`src/rtl/axi_lite_slave_regs.sv`:
```
// AXI4-Lite responder backed by a bank of byte-writable 32-bit registers.
// In-range accesses return OKAY, out-of-range accesses return SLVERR.
module axi_lite_slave_regs #(
   parameter int ADDR_WIDTH = 32,
   parameter int DATA_WIDTH = 32,
   parameter int NUM_REGS   = 4
) (
   input  logic                         aclk,
   input  logic                         areset,
   input  logic [ADDR_WIDTH-1:0]        awaddr,
   input  logic                         awvalid,
   output logic                         awready,
   input  logic [DATA_WIDTH-1:0]        wdata,
   input  logic [DATA_WIDTH/8-1:0]      wstrb,
   input  logic                         wvalid,
   output logic                         wready,
   output logic [1:0]                   bresp,
   output logic                         bvalid,
   input  logic                         bready,
   input  logic [ADDR_WIDTH-1:0]        araddr,
   input  logic                         arvalid,
   output logic                         arready,
   output logic [DATA_WIDTH-1:0]        rdata,
   output logic [1:0]                   rresp,
   output logic                         rvalid,
   input  logic                         rready,
   output logic [NUM_REGS*DATA_WIDTH-1:0] regs_o
);

   localparam int IDX_W = $clog2(NUM_REGS);
   localparam int NUM_LANES = DATA_WIDTH / 8;
   localparam logic [ADDR_WIDTH-1:0] ADDR_LIMIT = ADDR_WIDTH'(NUM_REGS * 4);
   localparam logic [1:0] RESP_OKAY   = 2'b00;
   localparam logic [1:0] RESP_SLVERR = 2'b10;

   logic                    aw_full_reg;
   logic [ADDR_WIDTH-1:0]   aw_addr_reg;
   logic                    w_full_reg;
   logic [DATA_WIDTH-1:0]   w_data_reg;
   logic [NUM_LANES-1:0]    w_strb_reg;

   logic                    aw_hs, w_hs, ar_hs, commit;
   logic [ADDR_WIDTH-1:0]   wr_addr;
   logic [DATA_WIDTH-1:0]   wr_data;
   logic [NUM_LANES-1:0]    wr_strb;
   logic                    wr_in_range, rd_in_range;
   logic [IDX_W-1:0]        wr_idx, rd_idx;

   // Readies depend only on state (and reset), never on the valids.
   assign awready = !areset && !aw_full_reg && !bvalid;
   assign wready  = !areset && !w_full_reg && !bvalid;
   assign arready = !areset && !rvalid;

   assign aw_hs = awvalid && awready;
   assign w_hs  = wvalid && wready;
   assign ar_hs = arvalid && arready;

   // A held entry takes priority; otherwise use the channel handshaking now.
   assign wr_addr = aw_full_reg ? aw_addr_reg : awaddr;
   assign wr_data = w_full_reg  ? w_data_reg  : wdata;
   assign wr_strb = w_full_reg  ? w_strb_reg  : wstrb;
   assign commit  = (aw_full_reg || aw_hs) && (w_full_reg || w_hs);

   assign wr_in_range = wr_addr < ADDR_LIMIT;
   assign rd_in_range = araddr < ADDR_LIMIT;
   assign wr_idx      = wr_addr[IDX_W+1:2];
   assign rd_idx      = araddr[IDX_W+1:2];

   genvar gi;
   generate
      for (gi = 0; gi < NUM_REGS; gi++) begin : g_reg
         logic [DATA_WIDTH-1:0] value_reg;

         always_ff @(posedge aclk or posedge areset) begin
            if (areset) begin
               value_reg <= '0;
            end else if (commit && wr_in_range && (wr_idx == IDX_W'(gi))) begin
               for (int k = 0; k < NUM_LANES; k++) begin
                  if (wr_strb[k]) begin
                     value_reg[8*k +: 8] <= wr_data[8*k +: 8];
                  end
               end
            end
         end

         assign regs_o[DATA_WIDTH*gi +: DATA_WIDTH] = value_reg;
      end
   endgenerate

   always_ff @(posedge aclk or posedge areset) begin
      if (areset) begin
         aw_full_reg <= 1'b0;
         aw_addr_reg <= '0;
         w_full_reg  <= 1'b0;
         w_data_reg  <= '0;
         w_strb_reg  <= '0;
         bvalid      <= 1'b0;
         bresp       <= RESP_OKAY;
      end else begin
         if (commit) begin
            aw_full_reg <= 1'b0;
            w_full_reg  <= 1'b0;
            bvalid      <= 1'b1;
            bresp       <= wr_in_range ? RESP_OKAY : RESP_SLVERR;
         end else begin
            if (aw_hs) begin
               aw_full_reg <= 1'b1;
               aw_addr_reg <= awaddr;
            end
            if (w_hs) begin
               w_full_reg <= 1'b1;
               w_data_reg <= wdata;
               w_strb_reg <= wstrb;
            end
         end
         // Commit cannot coincide with a pending response: readies are low then.
         if (bvalid && bready) begin
            bvalid <= 1'b0;
            bresp  <= RESP_OKAY;
         end
      end
   end

   // The read samples register state before any same-edge commit lands.
   always_ff @(posedge aclk or posedge areset) begin
      if (areset) begin
         rvalid <= 1'b0;
         rdata  <= '0;
         rresp  <= RESP_OKAY;
      end else if (ar_hs) begin
         rvalid <= 1'b1;
         rdata  <= rd_in_range ? regs_o[DATA_WIDTH*rd_idx +: DATA_WIDTH] : '0;
         rresp  <= rd_in_range ? RESP_OKAY : RESP_SLVERR;
      end else if (rvalid && rready) begin
         rvalid <= 1'b0;
         rresp  <= RESP_OKAY;
      end
   end

endmodule
```
`config.mk`:
```
export PLATFORM = sky130hd
export DESIGN_NAME = axi_lite_slave_regs
export DESIGN_NICKNAME = d
export VERILOG_FILES = /design/src/rtl/axi_lite_slave_regs.sv
export SDC_FILE = /design/constraint.sdc
export NUM_CORES = 1
export LEC_CHECK = 0
export BUFFER_PORTS_ARGS = -buffer_cell sky130_fd_sc_hd__buf_2
export CAP_MARGIN = 20
export CORE_MARGIN = 2
export CORE_UTILIZATION = 57
export DETAILED_ROUTE_END_ITERATION = 7
export HOLD_SLACK_MARGIN = 0.08
export PLACE_DENSITY = 0.86
export SYNTH_ARGS = -nofsm -noshare
export SYNTH_HDL_FRONTEND = slang
export SYNTH_SLANG_ARGS = --single-unit
```
`constraint.sdc`:
```
create_clock -name aclk -period 21.4 [get_ports aclk]
set_input_delay 4.28 -clock aclk [delete_from_list [all_inputs] [get_ports aclk]]
set_output_delay 4.28 -clock aclk [all_outputs]
set_load 0.01 [all_outputs]
```
==> metrics.cfg, run 1 <==
[power_and_ir_drop]
p_leak_uw=0.006657
peakVddDrop_uv=68.16
cellPowerDensity_mw_per_mm2=95.16

[critical_path]
cpMostUsedCell=buf_2
crit_buf_inv=2
crit_chain=buf_2, nor3_1, buf_2
r2r_end=g_reg[1].value_reg[5]$_DFFE_PP0P_
critPathArrivalTime_ps=4850
worstSetupPathType=input pin to output port
max_stage_delay_ps=210
worstReg2RegStart=aw_full_reg$_DFFE_PP0P_
critPathCaptureType=output port
cp_max_fo=7
startpoint_type=input pin
ff2ff_path_depth=5
crit_family=buffers and inverters
r2r_slack_ps=18120
worstPathRequired_ps=17120
crit_path_top_delay_cell=nor3_1

[grt]
antenna_found_initial=4
grt_max_degree=150
overflow=0
grt_pass1_vias=7468
grt_usage_pct=26.73
grt_pass1_wl_um=41350

[timing]
post-route-min-period_ps=9129
max_slew_margin_pct=32.10
tightest_slew_ps=1019
worst_slack_ps=12270
finalSetupViolations=0
finClkSkew_ps=8.591
clock.fmax_mhz=109.5
slew_viol_final=0
holdWs_ps=477.1
tns_ps=0
finalCritPeriodShare_pct=42.66
rsz0062_at_grt=false
finalHoldViolCount=0

[clock_tree]
cts.sinks=232
worstSkewPairLatency_ps=510
clk_path_buf_depth=3
post_cts_buffers=0
h-tree-depth=1
cts_buffers=24
cts_resized=0
cts-root-buf=clkbuf_16
cts_tree=done
cts_hold_buf=0
clk_pin_slew_worst_paths_ps=70

[placement]
preCtsSetupSlack_ps=12270
placed_cell_area_mm2=0.01199
dp_hpwl_um=16900
io_buffers=269
place.gp.congestion=0.8039

[floorplanning]
fp-row-count=49
fp.dieArea_mm2=0.01943
core_mm2=0.01796
die_y_um=139.4
io_pins=276
start_util_pct=58.17
dieWidth_um=139.4

[route]
drt_first_pass_iters=4
drt_iter0_drc=314
drc=0
viasPerCell=5.738
drtAntennaViolNets=0
routedWlPerCell_um=21.10
vias=7086
wl_um=26060

[synthesis]
yosysTopAreaCellShare_pct=55.56
synthCells=708
ys_top_cells_by_area=dfrtp_1 56%, mux2_2 24%, mux4_2 6.9%
ys_types=37
synth-seq-cells=232
yosysSeqAreaShare_pct=55.56
avgSynthCellArea_um2=14.76
netlist_area_mm2=0.01045
synth_top_cell_by_area=dfrtp_1
yosysWarningCount=0

[status]
status=complete, no violations

[layout]
syn_to_final_growth_pct=23.75
final_cell_mix=269 x buf_2, 231 x dfrtp_1, 227 x mux2_2, 38 x nand2_1, 34 x inv_1
num-nets-final=1091
largest_register_ffs=128
final_common_cell=buf_2
fin_util_pct=71.99
drive_above_1_share_pct=60.48
finalInstanceArea_mm2=0.01293
nFillCells=1184

[worst_hold_path]
worst_hold_path_type=register to register
holdPathEnd=rdata[18]$_DFFE_PP0P_
hold_path.startpoint=rdata[18]$_DFFE_PP0P_
whs_path_depth=2

[job]
cap_violations=0

[cell families (layout without fill, tap and decap cells)]
| kind of cell | count (synthesis) | after routing | synth area share (%) |
|---|---|---|---|
| flops | 232 | 232 | 55.56 |
| simple gates | 103 | 103 | 7.375 |
| compound gates | 43 | 43 | 2.514 |
| buf+inv | 66 | 359 | 2.742 |
| other cells | 1 | 6 | 0.03589 |
| mux | 263 | 263 | 31.78 |
[worst reg2reg max path, cell delays in order, from the launching register on]
cell and delay [ps]:
dfrtp_1 760, nor4b_4 320, nand4_1 190, a22oi_4 880
nand4_2 560, mux2_2 450
[power breakdown]
group          internal, uW  switching [uW]  leakage, uW  total [uW]
combinational           117             118      0.00314         234
sequential              508            43.6      0.00309         552
clock                   271             173     0.000425         445
total                   896             335      0.00666        1230
[metrics by stage]
stage / cells / power, uW
floorplan: 709 / 725.4
global placement: 1183 / 780.1
detailed placement: 1183 / 792.0
CTS: 1227 / 1238
global route: 1233 / 1283
finish: 1235 / 1231
[synthesized netlist by cell type, drive strengths merged]
master and n:
nor2 7, nand4b 2, o31ai 1, clkbuf 18, nand2 38, dfrtp 232
nand3 3, a21boi 1, o21a 1, nand2b 2, mux2 230, or4 2
nor4b 1, nand3b 4, a21oi 1, conb 1, o22ai 1, nor3 9
nand4 19, nor4 14, inv 35, nor3b 2, a22oi 1, mux2i 1
o21ai 36, buf 13, mux4 32, a222oi 1
[layer usage]
layer | vias up | share of wire, % | track usage (%)
met2 | 248 | 50 | 44.79
li1 | 3148 | - | -
met1 | 3640 | 41 | 35.37
met3 | 50 | 7.3 | 6.263
met5 | - | 0 | 0
met4 | 0 | 2.2 | 7.390
[worst max path at each step]
stage	from	endpoint	cells after the start
finish	areset	awready	3
global route	areset	awready	3
CTS	areset	awready	3
detailed placement	areset	awready	3
global placement	areset	awready	3
floorplan	areset	aw_addr_reg[10]$_DFFE_PP0P_	1
[final cells by class]
class | instances | area [um2] | area share (%)
clock inverters | 8 | 95.09 | 0.7353
repair buffers | 280 | 1466 | 11.34
flip-flops and latches | 232 | 5807 | 44.90
diodes | 4 | 10.01 | 0.07740
well taps | 229 | 286.5 | 2.216
clock buffers | 36 | 767.0 | 5.931
multi-input cells | 411 | 4362 | 33.73
inverters | 35 | 138.9 | 1.074
(Power assumes the default switching activity.)
==> inputs of run 2 (changes only) <==
Settings changed: CORE_UTILIZATION 57 to 48, PLACE_DENSITY 0.86 to 0.78.
Clock period 21.4 ns to 8.07 ns, I/O delays scaled along.
==> run 2 against run 1 <==
Net effect:
- final area hardly changed
- combinational power grew to 2.6 times the previous value
- count of clock-buffer cells in the layout is 1 lower
- highest routed layer is now met5
- total power grew to 2.6 times the previous value
- register-to-register slack worse by 13000 ps
- setup slack worse by 8000 ps
- cell count is 3.5% higher
- global-route usage is 3.8 points lower
- sequential power grew to 2.7 times the previous value
- via count is 1.2% lower
- utilization is 11 points lower
- critical path type unchanged
==> metrics.cfg, run 2 (same netlist as run 1, synthesis figures left out) <==
[floorplanning]
dieWidth_um=151.6  ; +8.7%
fp-row-count=53  ; +8.2%
fp.dieArea_mm2=0.02297  ; +18%
start_util_pct=49.25  ; -8.9 points
die_y_um=151.6  ; +8.7%
core_mm2=0.02122  ; +18%
io_pins=276  ; unchanged

[status]
status=complete, no violations

[layout]
finalInstanceArea_mm2=0.01294  ; about the same
num-nets-final=1091  ; unchanged
fin_util_pct=61.00  ; -11 points
final_cell_mix=269 x buf_2, 231 x dfrtp_1, 227 x mux2_2, 38 x nand2_1, 34 x inv_1
final_common_cell=buf_2
nFillCells=1655  ; +40%
largest_register_ffs=128  ; unchanged
syn_to_final_growth_pct=23.86  ; about the same
drive_above_1_share_pct=59.90  ; -0.58 points

[clock_tree]
h-tree-depth=1  ; unchanged
cts_resized=0  ; unchanged
cts_tree=done
clk_pin_slew_worst_paths_ps=60  ; about the same
cts_buffers=25  ; +4.2%
cts_hold_buf=0  ; unchanged
cts.sinks=232  ; unchanged
post_cts_buffers=0  ; unchanged
cts-root-buf=clkbuf_16
worstSkewPairLatency_ps=510  ; about the same
clk_path_buf_depth=3  ; unchanged

[worst_hold_path]
worst_hold_path_type=register to register

[timing]
finalCritPeriodShare_pct=47.00
finalSetupViolations=0  ; unchanged
tns_ps=0  ; unchanged
tightest_slew_ps=985.9  ; -32.67 ps
post-route-min-period_ps=3793
finalHoldViolCount=0  ; unchanged
slew_viol_final=0  ; unchanged
rsz0062_at_grt=false
max_slew_margin_pct=34.13  ; +2.0 points
finClkSkew_ps=14.67  ; +6.078 ps
clock.fmax_mhz=263.7

[route]
vias=7000  ; -1.2%
drtAntennaViolNets=0  ; unchanged
wl_um=26190  ; +0.50%
drt_first_pass_iters=4  ; unchanged
routedWlPerCell_um=20.49  ; -2.9%
viasPerCell=5.477  ; -4.5%
drc=0  ; unchanged
drt_iter0_drc=179  ; -43%

[power_and_ir_drop]
cellPowerDensity_mw_per_mm2=250.0  ; +160%
peakVddDrop_uv=154.4  ; +130%
p_leak_uw=0.006630  ; -0.41%

[grt]
antenna_found_initial=4  ; unchanged
grt_pass1_vias=7186  ; -3.8%
grt_usage_pct=22.90  ; -3.8 points
overflow=0  ; unchanged
grt_pass1_wl_um=40340  ; -2.4%
grt_max_degree=149  ; -0.67%

[placement]
dp_hpwl_um=17430  ; +3.1%
io_buffers=269  ; unchanged
place.gp.congestion=0.8144  ; +1.3%
placed_cell_area_mm2=0.01204  ; +0.42%

[job]
cap_violations=0  ; unchanged

[critical_path]
worstPathRequired_ps=6460  ; -10,660 ps
critPathCaptureType=output port
startpoint_type=input pin
cp_max_fo=7  ; unchanged
worstSetupPathType=input pin to output port
critPathArrivalTime_ps=2180  ; -2670 ps

## run 2: changes by cell type in the layout (fill, tap and decap cells not counted), sizes merged
cell | before | now
diode | 4 | 3
clkbuf | 37 | 36
buf | 279 | 278
clkinvlp | 2 | 1
bufinv | 2 | 3
## run 2: power by group
group          total, uW  switching (uW)  internal (uW)  leakage (uW)
combinational        604             290            314       0.00313
clock               1150             449            700      0.000402
sequential          1480             136           1350       0.00309
## run 2: metrics by stage
stage	setup slack (ps)	power, uW	cells	hold slack (ps)
2_1_floorplan	94.71	1924	709	469.9
3_3_place_gp	3901	2067	1228	457.4
3_5_place_dp	3814	2095	1228	465.0
4_1_cts	4257	3251	1271	477.8
5_1_grt	4223	3390	1277	505.4
6_report	4277	3235	1278	473.6
## run 2: cell type report
type                       instances  area, um2  share of cell area [%]
timing repair buffer             279       1464                   11.31
antenna                            3      7.507                 0.05800
clock buffer                      35      703.2                   5.433
sequential                       232       5807                   44.86
tap                              275      344.1                   2.658
multi-input combinational        411       4362                   33.70
clock inverter                     8      117.6                  0.9087
inverter                          35      138.9                   1.073
## run 2: final timing paths
check | start | depth (start not counted) | slack (ps) | end
max | areset | 3 | 4280 | awready
min | rdata[31]$_DFFE_PP0P_ | 2 | 470 | rdata[31]$_DFFE_PP0P_
max reg2reg | aw_full_reg$_DFFE_PP0P_ | 5 | 4850 | g_reg[0].value_reg[22]$_DFFE_PP0P_
min reg2reg | rdata[31]$_DFFE_PP0P_ | 2 | 470 | rdata[31]$_DFFE_PP0P_
max in group asynchronous | areset | 4 | 5770 | rdata[22]$_DFFE_PP0P_
min in group asynchronous | areset | 2 | 1200 | w_strb_reg[2]$_DFFE_PP0P_
## run 2: layer usage
layer | routed length (um) | GRT usage (%) | up-vias
li1 | - | - | 3155
met1 | 10590 | 28.77 | 3554
met2 | 13370 | 40.45 | 245
met3 | 1635 | 4.371 | 42
met4 | 555 | 6.667 | 4
met5 | 27 | 0 | -
## run 2: worst max-delay path, stage by stage
cell,delay [ps]
buf_2,200
nor3_1,210
buf_2,160
